[src/rtl/dallanma_cozucu.sv]
// Execute-stage branch/jump resolver: computes taken/target/link, strobes the predictor and
// turns a mispredict verdict into a one-cycle front-end redirect followed by a wrong-path shadow.
module dallanma_cozucu #(
  parameter int GOLGE_CEVRIM = 1,
  parameter int SAYAC_BIT    = 32
) (
  input  logic                 clk_i,
  input  logic                 rst_i,
  input  logic                 ddb_durdur_i,
  input  logic                 dal_i,
  input  logic                 jal_i,
  input  logic                 jalr_i,
  input  logic [2:0]           kosul_i,
  input  logic                 ctipi_i,
  input  logic [30:0]          ps_i,
  input  logic [31:0]          rs1_i,
  input  logic [31:0]          rs2_i,
  input  logic [31:0]          anlik_i,
  input  logic [1:0]           hata_duzelt_i,
  output logic [30:0]          atlanan_ps_o,
  output logic                 atlanan_ps_gecerli_o,
  output logic                 tahmin_et_o,
  output logic [31:0]          donus_deger_o,
  output logic                 yonlendir_o,
  output logic [30:0]          yonlendir_ps_o,
  output logic [SAYAC_BIT-1:0] dallanma_sayisi_o,
  output logic [SAYAC_BIT-1:0] hata_sayisi_o
);

  typedef enum logic [1:0] {
    SORUN_YOK     = 2'b00,
    ATLAMAMALIYDI = 2'b01,
    ATLAMALIYDI   = 2'b10,
    YANLIS_ATLADI = 2'b11
  } hata_e;

  typedef enum logic [1:0] {
    BOS,
    YONLENDIR,
    GOLGE
  } durum_e;

  // The shadow counter only ever holds GOLGE_CEVRIM-1 down to 0.
  localparam int GW = (GOLGE_CEVRIM > 1) ? $clog2(GOLGE_CEVRIM) : 1;
  localparam logic [GW-1:0] GOLGE_BAS = GW'((GOLGE_CEVRIM > 0) ? GOLGE_CEVRIM - 1 : 0);
  localparam logic [GW-1:0] GOLGE_BIR = GW'(1);
  localparam logic [SAYAC_BIT-1:0] SAYAC_BIR = SAYAC_BIT'(1);

  durum_e      durum;
  logic [GW-1:0] golge_sayac;

  logic        kontrol;
  logic        kosul_saglandi;
  logic        atla;
  logic        jalr_tasima;
  logic        yanlis_tahmin;
  logic [30:0] dal_hedef;
  logic [30:0] jalr_hedef;
  logic [30:0] hedef_ps;
  logic [30:0] sirali_ps;

  always_comb begin
    case (kosul_i)
      3'b000:  kosul_saglandi = (rs1_i == rs2_i);
      3'b001:  kosul_saglandi = (rs1_i != rs2_i);
      3'b100:  kosul_saglandi = ($signed(rs1_i) <  $signed(rs2_i));
      3'b101:  kosul_saglandi = ($signed(rs1_i) >= $signed(rs2_i));
      3'b110:  kosul_saglandi = (rs1_i <  rs2_i);
      3'b111:  kosul_saglandi = (rs1_i >= rs2_i);
      default: kosul_saglandi = 1'b0;
    endcase
  end

  // Targets are formed directly on halfword addresses; the PC's bit 0 is always zero, so only
  // JALR can carry out of bit 0 into bit 1.
  assign jalr_tasima = rs1_i[0] & anlik_i[0];
  assign dal_hedef   = ps_i + anlik_i[31:1];
  assign jalr_hedef  = rs1_i[31:1] + anlik_i[31:1] + {30'd0, jalr_tasima};
  assign hedef_ps    = jalr_i ? jalr_hedef : dal_hedef;
  assign sirali_ps   = ps_i + (ctipi_i ? 31'd1 : 31'd2);

  assign kontrol              = dal_i | jal_i | jalr_i;
  assign atla                 = jal_i | jalr_i | (dal_i & kosul_saglandi);
  assign atlanan_ps_o         = atla ? hedef_ps : sirali_ps;
  assign atlanan_ps_gecerli_o = atla;
  assign donus_deger_o        = {sirali_ps, 1'b0};
  assign tahmin_et_o          = kontrol & (durum == BOS);
  assign yanlis_tahmin        = tahmin_et_o & (hata_duzelt_i != SORUN_YOK);

  always_ff @(posedge clk_i or negedge rst_i) begin
    if (!rst_i) begin
      durum             <= BOS;
      golge_sayac       <= '0;
      yonlendir_o       <= 1'b0;
      yonlendir_ps_o    <= '0;
      dallanma_sayisi_o <= '0;
      hata_sayisi_o     <= '0;
    end else if (!ddb_durdur_i) begin
      if (tahmin_et_o && (dallanma_sayisi_o != '1))
        dallanma_sayisi_o <= dallanma_sayisi_o + SAYAC_BIR;
      case (durum)
        BOS: begin
          if (yanlis_tahmin) begin
            durum          <= YONLENDIR;
            yonlendir_o    <= 1'b1;
            yonlendir_ps_o <= (hata_duzelt_i == ATLAMAMALIYDI) ? sirali_ps : hedef_ps;
            if (hata_sayisi_o != '1)
              hata_sayisi_o <= hata_sayisi_o + SAYAC_BIR;
          end
        end
        YONLENDIR: begin
          yonlendir_o <= 1'b0;
          if (GOLGE_CEVRIM == 0) begin
            durum <= BOS;
          end else begin
            durum       <= GOLGE;
            golge_sayac <= GOLGE_BAS;
          end
        end
        GOLGE: begin
          if (golge_sayac == '0)
            durum <= BOS;
          else
            golge_sayac <= golge_sayac - GOLGE_BIR;
        end
        default: durum <= BOS;
      endcase
    end
  end

endmodule
[config.mk]
export PLATFORM = sky130hd
export DESIGN_NAME = dallanma_cozucu
export DESIGN_NICKNAME = d
export VERILOG_FILES = /design/src/rtl/dallanma_cozucu.sv
export SDC_FILE = /design/constraint.sdc
export NUM_CORES = 1
export LEC_CHECK = 0
export ABC_CLOCK_PERIOD_IN_PS = 5300
export BUFFER_PORTS_ARGS = -buffer_cell sky130_fd_sc_hd__buf_2
export CAP_MARGIN = 20
export CORE_ASPECT_RATIO = 0.7
export CORE_MARGIN = 5
export CORE_UTILIZATION = 50
export DETAILED_ROUTE_END_ITERATION = 10
export GPL_ROUTABILITY_DRIVEN = 0
export PLACE_DENSITY = 0.85
export SYNTH_ARGS = -nofsm -noshare
export SYNTH_HDL_FRONTEND = slang
export SYNTH_SLANG_ARGS = --single-unit
[constraint.sdc]
create_clock -name clk_i -period 5.3 [get_ports clk_i]
set_input_delay 0.53 -clock clk_i [delete_from_list [all_inputs] [get_ports clk_i]]
set_output_delay 0.53 -clock clk_i [all_outputs]
set_load 0.01 [all_outputs]
* Word-level counts from Yosys, hierarchy flattened
Index checks and enable logic that the tools add are counted.
W data, S select, Z words.
** Word-level totals
- Register bits after elaboration :: 99
- Bits of input ports :: 139
- Output and inout port bits :: 161
- Word-level logic and storage cells :: 64
** Cells by class
- Add/sub/neg operators :: 7
- Magnitude comparators :: 4
- Equal/unequal tests :: 14
- Muxes and demuxes :: 12
- Bitwise operators :: 9
- Reductions and logical operators :: 12
** Operators by type and width (number)
- $mux W31 :: 3
- $add A32 B1 Y32 const B :: 2
- $ge A32 B32 Y1 :: 2
- $lt A32 B32 Y1 :: 2
- $ne A32 B32 Y1 const B :: 2
- $add A31 B31 Y31 :: 2
- $eq A32 B32 Y1 :: 1
- $ne A32 B32 Y1 :: 1
- $add A31 B1 Y31 :: 1
- $add A31 B2 Y31 :: 1
- $eq A3 B3 Y1 const B :: 4
- $reduce_and A3 Y1 :: 3
- $mux W2 :: 3
- $pmux W1 S6 :: 1
- $pmux W2 S3 :: 1
- $reduce_bool A2 Y1 :: 3
- $and A1 B1 Y1 :: 4
- $eq A2 B1 Y1 const B :: 2
- $ne A2 B2 Y1 const B :: 2
- $or A1 B1 Y1 :: 4
- $pmux W1 S2 :: 2
- $reduce_and A2 Y1 :: 2
- $reduce_and A4 Y1 :: 1
- $eq A3 B1 Y1 const B :: 1
- 7 further kinds :: 8

* Longest topological paths before layout
- Word-level depth :: 6
- Mapped depth :: 14
- Mapped depth without buffers :: 14

* Worst setup path after synthesis
No wires, ideal clock.
- Path kind :: input-to-output
- Start point :: input port rs1_i[1]
- End point :: output port atlanan_ps_o[24]
- Arrival :: 3330 ps
- Required time :: 4770 ps
- Setup slack :: 1440 ps
- Stages :: 14
- Path buffers :: 0
- Path through :: inv_1 -> fa_1 -> inv_1 -> fa_1 -> a21o_1 -> a2111oi_4 -> nor4b_1 -> or3_1 -> o21a_1 -> o31a_1 -> o21ai_2 -> mux2i_1 -> a211oi_2 -> mux2i_1
** On the way
- Cells in the longest elaborated chain, start to end :: 5
- Elaborated cells between the ends (all ways) :: 13
- Classes of those cells :: add/sub (2); order compare (4); eq/ne (2); mux (3); bitwise (2)
** RTL lines
- start, declared :: RTL line 16 : input logic [31:0] rs1_i,
- parallel branches: the longest is 4 deep, another holds $add A31 B31 Y31
- $mux W31 (*) :: RTL line 84 : assign atlanan_ps_o = atla ? hedef_ps : sirali_ps;
- end, declared :: RTL line 20 : output logic [30:0] atlanan_ps_o,
Every way passes the cells marked *.

* Worst setup path in the final report
- Start point :: input port rs1_i[1]
- End point :: output port atlanan_ps_o[30]
Same word-level chain as after synthesis.

==> results.txt <==
* DR iter-0 viols: 1,063
- After synthesis, the netlist uses 66 different library cells.
* Antenna viol nets, final: 0
* Slew at the pin with the worst max-slew slack: 0.744 ns
- Routed metal-1 wire length: 14.0 mm
* Vias per inst: 5.95
- The worst path in the final design needs a cycle of 4.53 ns, including I/O delays and setup.
- Post-synthesis cell count: 1,138
- Source-to-sink clock delay at the later pin of the worst-skew pair: 0.35 ns
* Flop and latch count out of synthesis: 98
- After layout, the worst path uses 85.4% of the clock period.
* Total grt overflow: 0
* Type of the setup path with the least slack: in2out
- Worst slew margin: 50.0%
- For the worst setup path, the data arrival time is 4.00 ns.
- Vertical die dimension: 125 microns
* Most frequently used flop master after synthesis: dfrtp_1
- The die covers 21,700 sq um.
- Dividing total power by cell area gives a power density of 271 nW/um^2.
* Number of global-route vias before repair: 9,676
- Post-synthesis async set-or-reset flop share: 100%
- Max FO, Critical Path: 3
- Share of post-route cells with drive strength above 1: 24.5%
- The first global-routing pass estimated 51.9 mm of wire.
- Clk slew on worst S/H paths: 0.08 ns
- Pin count of the biggest net entering global routing: 56
- Setup repair after global routing left no endpoint under its margin.
- During synthesis, Yosys emitted a total of 0 warnings.
* Initial Utilization: 50.3%
- No sink is reached through more buffers than the 2 on the longest clock path.
- Summed negative setup slack over all endpoints: 0 ns
* Clock tree from TritonCTS: built
* Wire length per cell after detailed routing: 19.6 microns
- The initial antenna violation count came to 0.
* Total Power: 3.11 mW
- Hold buffer count at cts: 0
- Input/output buffers: 298
- FMAX: 221 MHz
- The number of antenna diodes in the final layout is 0.
- The number of gates resized after CTS was 0.
- Detailed-route via count: 9,962
- The run finished with clean final reports.
* Worst VDD drop: 0.000182 V
- Worst setup EP type: output port
- Number of enable flip-flop cells after synthesis: 0
- Final clock skew: 0.00781 ns
- Sequential cells were found to cover 26.0% of the synthesized design area.
- Total setup violations reported at the end of the flow: 0
- DRT Wirelength: 32.7 mm
- The number of nets in the synthesized netlist is 1,376.
- Hold Fails Final Rpt: 0
* Pre-Repair DR Iteration Count: 6
- Die span in x: 174 microns
- Post-CTS setup repair buffer count: 0
* Maxcap violations: 0
- CTS built an H-tree with a depth of 3.
* Root buffer cell: clkbuf_16
* Highest-count cells in the layout ignoring fill and taps: buf_2 (297), nand2_1 (111), xnor2_1 (103)
* Commonest non-fill, non-tap cell in the layout: buf_2
- DP HPWL: 27.0 mm
- Total leakage power: 5.94 nW
* Placeable core region: 18,700 sq um
- Worst Setup Start Kind: input pin
* Worst hold-check path type: in2async
- The area growth from synthesis to layout is 21.9%.
- STA puts the critical path data required time at 4.77 ns.
- Global Route Usage Sum: 29.2%
- Worst slack at placement: 0.854 ns
- Detailed routing placed a total of 3.58 mm of wire on met3.
* DRC violation count after routing: 0
* Num Clock Sinks: 98
- Final number of max-transition violations: 0
- Post-Syn Area per Cell: 8.27 sq um
- Pin placement for this block handled 300 I/O pins.
* Number of standard-cell rows in the floorplan: 42
- Setup slack of the critical path after layout: 0.772 ns
* Number of nets in the layout: 1,664
* Wire length on met2: 14.3 mm
* Top layer in use: met4
- Buffers inserted during clock tree synthesis total 9.
* Synth Cell Area: 9410 sq um
synth_stat cells, types with 5 or more instances:
cell      instances  share of area, %
mux2i_1          22               2.3
xnor2_1         103               9.6
and2_1            5              0.33
nand3_1          42               2.2
nand4_1          28               1.9
nand2_1         111               4.4
o211ai_1          5              0.40
o21bai_1          5              0.40
nor3_1           18              0.96
and4_1           11               1.0
inv_1            73               2.9
a21o_1           40               3.2
o21a_1           14               1.1
a21oi_1          90               4.8
a31oi_1          11              0.73
nor2b_1          26               1.7
a211oi_1         15               1.2
ha_1             95                13
and3_1           16               1.1
buf_2             5              0.27
dfrtp_1          98                26
nand2b_1         11              0.73
mux2_2           10               1.2
o21ai_0          63               3.3
o221ai_1          7              0.65
clkbuf_1         22              0.88
xor2_1           39               3.6
nor2_1           79               3.1
cells by family after synthesis:
kind of cell / after synthesis / synth area share [%]
xor gates and xnor gates: 142 / 13.2
adders and majority gates: 99 / 13.5
muxes: 32 / 3.54
and+or+nand+nor: 365 / 19.0
DFF: 98 / 26.0
other: 1 / 0.0398
AOI/OAI and AO/OA: 297 / 20.4
buffers and inverters: 104 / 4.25
cell type report:
cell class / instances / area [sq um]
fill: 1665 / 7230
multi-input combinational: 936 / 6580
sequential: 98 / 2450
timing repair buffer: 307 / 1560
tap: 242 / 303
inverter: 74 / 278
clock buffer: 9 / 225
clock inverter: 7 / 78.8
critical path, cell delays in order:
cell       delay [ns]
buf_2            0.11
inv_1            0.07
fa_1             0.20
inv_1            0.06
fa_1             0.39
a21o_1           0.23
a2111oi_4        0.46
nor4b_1          0.16
o31ai_1          0.29
nand3b_1         0.21
a41oi_1          0.29
mux2_2           0.36
o211ai_1         0.13
xnor2_1          0.12
mux2i_1          0.22
buf_2            0.18
per-stage QoR:
| stage | instances | utilization (%) | instance area [sq um] | hold WS [ns] |
|---|---|---|---|---|
| floorplan | 1138 | - | 9410 | 0.234 |
| global placement | 1657 | 59.7 | 11200 | 0.457 |
| detailed placement | 1657 | 59.7 | 11200 | 0.463 |
| CTS | 1673 | 61.3 | 11500 | 0.161 |
| global route | 1673 | 61.3 | 11500 | 0.182 |
| finish | 1673 | 61.3 | 11500 | 0.155 |
report_power, final:
group | internal (mW) | switching, mW
Combinational | 0.574 | 0.833
Clock | 0.335 | 0.331
Sequential | 0.910 | 0.123
Total | 1.82 | 1.29
state kept, by name, indices dropped and copies added (netlist names):
register / cells
dallanma_sayisi_o: 32
yonlendir_o: 1
hata_sayisi_o: 32
yonlendir_ps_o: 31
durum: 2
final timing paths:
kind                                                   start                                end  slack [ns]  depth (start not counted)
min                                                    rst_i      hata_sayisi_o[12]$_DFFE_PN0P_        0.16                          1
max in group asynchronous                              rst_i     yonlendir_ps_o[14]$_DFFE_PN0P_        4.00                          2
min reg2reg                          yonlendir_o$_DFFE_PN0P_            yonlendir_o$_DFFE_PN0P_        0.47                          2
max reg2reg                dallanma_sayisi_o[13]$_DFFE_PN0P_  dallanma_sayisi_o[31]$_DFFE_PN0P_        2.34                         10
max                                                 rs1_i[1]                   atlanan_ps_o[30]        0.77                         16
min in group clk_i                              ddb_durdur_i               durum[1]$_DFFE_PN0P_        0.46                          3
metal layers:
metal  vias to the layer above  track usage, %
li1                       4655               -
met1                      4639            40.6
met2                       594            45.0
met3                        74            7.58
met4                         0            8.19
met5                         -               0
Note: power is estimated with default switching activity, not from simulation.
